`src/rtl/serial_adder_pkg.sv`:
```
// Shared definitions for the 32-bit serial adder: controller state encoding
// and the default word width used by the operand and result registers.
package serial_adder_pkg;

  localparam int DEFAULT_WIDTH = 32;

  typedef enum logic [1:0] {
    IDLE    = 2'd0,
    COLLECT = 2'd1,
    DONE    = 2'd2
  } state_t;

endpackage

```
`src/rtl/dff.sv`:
```
// Team register cell: W-bit D flip-flop with synchronous active-low reset
// and a load enable.
module dff #(
  parameter int W = 1
) (
  input  logic         clk,
  input  logic         rst,
  input  logic         en,
  input  logic [W-1:0] d,
  output logic [W-1:0] q
);

  // NOTE: sequential state is always written with <= so every flop samples
  // the pre-edge values of its neighbours, independent of block ordering.
  always_ff @(posedge clk) begin
    if (!rst) begin
      q <= '0;
    end else if (en) begin
      q <= d;
    end
  end

endmodule

```
`src/rtl/sipo_shift_reg.sv`:
```
// WIDTH-bit right-shift register: serial bits enter at the MSB and move
// toward bit 0; a synchronous clear takes priority over shifting.
module sipo_shift_reg #(
  parameter int WIDTH = 32
) (
  input  logic             clk,
  input  logic             rst,
  input  logic             clr,
  input  logic             shift_en,
  input  logic             serial_in,
  output logic [WIDTH-1:0] q
);

  logic [WIDTH-1:0] d;

  assign d = clr ? '0 : {serial_in, q[WIDTH-1:1]};

  dff #(.W(WIDTH)) u_reg (
    .clk (clk),
    .rst (rst),
    .en  (clr | shift_en),
    .d   (d),
    .q   (q)
  );

endmodule

```
`src/rtl/sipo_capture.sv`:
```
// Result-side capture of the serial adder: collects WIDTH sum bits LSB-first,
// latches the final carry and flags completion with done / out_valid.
module sipo_capture
  import serial_adder_pkg::*;
#(
  parameter  int WIDTH = DEFAULT_WIDTH,
  localparam int CNT_W = $clog2(WIDTH + 1)
) (
  input  logic             clk,
  input  logic             rst,
  input  logic             start,
  input  logic             shift,
  input  logic             serial_in,
  input  logic             carry_in,
  output logic [WIDTH-1:0] parallel_out,
  output logic             carry_out,
  output logic [CNT_W-1:0] bit_count,
  output logic             busy,
  output logic             done,
  output logic             out_valid
);

  state_t state, state_next;
  logic   take_bit;
  logic   last_bit;

  // start wins over a coincident shift, so the bit offered with it is dropped
  assign take_bit = (state == COLLECT) && shift && !start;
  assign last_bit = take_bit && (bit_count == CNT_W'(WIDTH - 1));

  always_ff @(posedge clk) begin
    if (!rst) begin
      state <= IDLE;
    end else begin
      state <= state_next;
    end
  end

  // NOTE: assign the default first so every path writes state_next and no
  // latch is inferred.
  always_comb begin
    state_next = state;
    if (start) begin
      state_next = COLLECT;
    end else if (last_bit) begin
      state_next = DONE;
    end
  end

  always_ff @(posedge clk) begin
    if (!rst) begin
      bit_count <= '0;
      carry_out <= 1'b0;
      out_valid <= 1'b0;
    end else begin
      out_valid <= last_bit;
      if (start) begin
        bit_count <= '0;
        carry_out <= 1'b0;
      end else if (take_bit) begin
        bit_count <= bit_count + CNT_W'(1);
        if (last_bit) begin
          carry_out <= carry_in;
        end
      end
    end
  end

  // Decoded from the state register only, so no input reaches them directly.
  assign busy = (state == COLLECT);
  assign done = (state == DONE);

  sipo_shift_reg #(.WIDTH(WIDTH)) u_shift (
    .clk       (clk),
    .rst       (rst),
    .clr       (start),
    .shift_en  (take_bit),
    .serial_in (serial_in),
    .q         (parallel_out)
  );

endmodule

```
`config.mk`:
```
export PLATFORM = sky130hd
export DESIGN_NAME = sipo_capture
export DESIGN_NICKNAME = d
export VERILOG_FILES = /design/src/rtl/serial_adder_pkg.sv /design/src/rtl/dff.sv /design/src/rtl/sipo_shift_reg.sv /design/src/rtl/sipo_capture.sv
export SDC_FILE = /design/constraint.sdc
export NUM_CORES = 1
export LEC_CHECK = 0
export ABC_AREA = 1
export ABC_CLOCK_PERIOD_IN_PS = 1600
export CAP_MARGIN = 20
export CORE_MARGIN = 2
export CORE_UTILIZATION = 50
export CTS_CLUSTER_SIZE = 16
export DETAILED_ROUTE_END_ITERATION = 10
export GPL_ROUTABILITY_DRIVEN = 0
export PLACE_DENSITY_LB_ADDON = 0.12
export SYNTH_ARGS = -nofsm -noshare
export SYNTH_HDL_FRONTEND = slang
export SYNTH_HIERARCHICAL = 1
export SYNTH_SLANG_ARGS = --single-unit
```
`constraint.sdc`:
```
create_clock -name clk -period 1.6 [get_ports clk]
set_input_delay 0.32 -clock clk [delete_from_list [all_inputs] [get_ports clk]]
set_output_delay 0.32 -clock clk [all_outputs]
set_load 0.1 [all_outputs]
```
==> metrics.cfg <==
[grt]
grt_first_pass_wirelength_um=7670
overflow=0
antenna_found_initial=0
grt_max_degree=46
grt_pass1_vias=1846
track_usage_pct=19.4

[setup_path]
reg2reg_slack_ns=0.31
worstSetupPathType=primary input to flip-flop
endpoint_kind=flip-flop
worst_r2r_endpoint=u_shift/u_reg/q[21]$_SDFFE_PN0P_
setup.worst_path.start=start
setup.worst_path.start_class=primary input
critPathCapture=u_shift/u_reg/q[21]$_SDFFE_PN0P_
reg2reg_from=state[1]$_SDFFE_PP0P_
r2r_cells=9
crit_arrival_ns=1.57
worstPathRequired_ns=1.79
worst-path-max-fanout=45

[sta]
finClkSkew_ns=0.00238
finalCritPeriodShare_pct=86.0
layout_setup_ws_ns=0.224
slew-limit-headroom_pct=81.7
finalHoldViolCount=0
finalSetupViolCount=0
fin_crit_ns=1.38
drv_slew=0
fin_tns_setup_ns=0
timing.fmax_mhz=727
rsz0062_at_grt=false
tightest_slew_ns=0.273

[pwr]
p_per_area_mw_per_mm2=885
total_power_mw=2.75
ir_drop_uv=544
power.leakage_nw=1.45

[route]
vias=1962
via_per_inst=4.45
post_drt_wl_per_cell_um=10.0
wirelength_um=4430
remaining_drc_errors=0
drt_iter0_drc=133
ant_nets=0
detail_route.first_pass.iterations=4

[cts]
path_clk_slew_ns=0.08
root_buffer=clkbuf_8
post_cts_buffers=0
cts_inserted_buffers=5
cts_tree=yes
htree_levels=2
cts_resized=0
cts_hold_buf=0
worstSkewPairLatency_ns=0.29
clock_path_buffers=2
clock_sinks=42

[floorplanning]
fp.dieH_um=69.0
core_area_sq_mm=0.00403
die_w_um=69.0
num_rows=23
io_pins=48
initial_core_util_pct=52.5
dieArea_sq_mm=0.00477

[synth]
ys_warn_count=6
ys_types=16
ys_seq_area_share_pct=39.8
syn_inst=342
syn_area_sq_mm=0.00211
synth_nets=349
avgSynthCellArea_sq_um=6.18
ys_ff_latch=42

[worst_hold_path]
hold_path_class=flip-flop to flip-flop

[placed_design]
dpl.hpwl_um=3030
port_buffers=47
dp_cells=433
dp_slack_ns=-0.0464

[layout]
finalNonFillerCells=441
nets=397
fillers=284
diodes=0
layout-drive-gt1-share_pct=18.2
area_delta_synth_final_pct=47.2

[flow_run]
drv_cap=0

[outcome]
status=finished, final reports clean

[through the flow]
stage	area, sq um	hold WS [ns]	utilization (%)
after floorplan	2120	0.440	-
after global placement	3020	0.474	75.0
after detailed placement	3020	0.485	75.0
after CTS	3110	0.498	77.3
after global routing	3110	0.524	77.3
final	3110	0.494	77.3
[kinds of logic (layout without fill, tap and decap cells)]
kind of cell	Yosys count	count (layout)	synth area share, %
buf+inv	94	143	21.1
compound gates	7	7	1.83
flops	42	42	39.8
simple gates	198	198	36.7
fa+ha+maj	1	1	0.592
[how the worst min path moves through the flow]
stage                                   start                          endpoint  slack (ns)  depth (start not counted)
global route        bit_count[2]$_SDFFE_PP0P_         bit_count[2]$_SDFFE_PP0P_        0.52                          2
CTS                 bit_count[2]$_SDFFE_PP0P_         bit_count[2]$_SDFFE_PP0P_        0.50                          2
global placement    bit_count[2]$_SDFFE_PP0P_         bit_count[2]$_SDFFE_PP0P_        0.47                          2
floorplan                                 rst  u_shift/u_reg/q[29]$_SDFFE_PN0P_        0.44                          2
detailed placement  bit_count[2]$_SDFFE_PP0P_         bit_count[2]$_SDFFE_PP0P_        0.48                          2
finish              bit_count[2]$_SDFFE_PP0P_         bit_count[2]$_SDFFE_PP0P_        0.49                          2
[flip-flops by register name, summed over array words and instances, names as in the netlist]
| name | flops |
|---|---|
| bit_count | 6 |
| carry_out | 1 |
| out_valid | 1 |
| state | 2 |
| u_shift/u_reg/q | 32 |
[final cells by class]
cell class,instances,area [sq um],share of cell area [%]
Clock buffer,7,86.3,2.77
Timing Repair Buffer,56,983,31.6
Inverter,79,297,9.53
Tap cell,50,62.6,2.01
Multi-Input combinational cell,206,832,26.7
Clock inverter,1,5.00,0.161
Sequential cell,42,847,27.2
[power by group]
| group | switching (mW) | internal (mW) |
|---|---|---|
| clock | 0.358 | 0.348 |
| combinational | 0.573 | 0.303 |
| sequential | 0.0720 | 1.10 |
| total | 1.00 | 1.75 |
[cell usage after synthesis, drive strengths merged]
cell   count  area share (%)
a21oi      6             1.6
buf       15             7.1
dfxtp     42              40
ha         1            0.59
inv       79              14
nand2     81              14
nand3      6             1.7
nand4      2            0.59
nor2     109              20
o21ai      1            0.24
[layout by cell type, fill, tap and decap left out, types with 2 or more instances in the layout]
cell / netlist / layout
dfxtp_1: 42 / 37
dfxtp_2: 0 / 5
clkbuf_8: 0 / 6
nand4_1: 2 / 2
nor2_1: 106 / 105
buf_12: 0 / 44
inv_1: 79 / 79
a21oi_1: 5 / 5
clkdlybuf4s50_1: 0 / 5
nand2_1: 80 / 79
nand2_2: 1 / 2
buf_4: 0 / 7
nand3_1: 5 / 5
nor2_2: 2 / 3
[layer usage]
| layer | vias up | share of wire (%) | GRT usage (%) |
|---|---|---|---|
| met1 | 861 | 44 | 22.8 |
| met3 | 2 | 4.5 | 4.82 |
| met4 | 0 | 0.59 | 6.54 |
| met2 | 49 | 51 | 34.3 |
| met5 | - | 0 | 0 |
| li1 | 1050 | - | - |
[worst max-delay path, stage by stage]
cell and delay (ns):
clkdlybuf4s50_1 0.48, buf_4 0.16, inv_1 0.06, nand2_2 0.10, buf_12 0.22, nand2_1 0.09, nand2_1 0.08, nor2_1 0.05
Power figures use the tool's default switching activity.
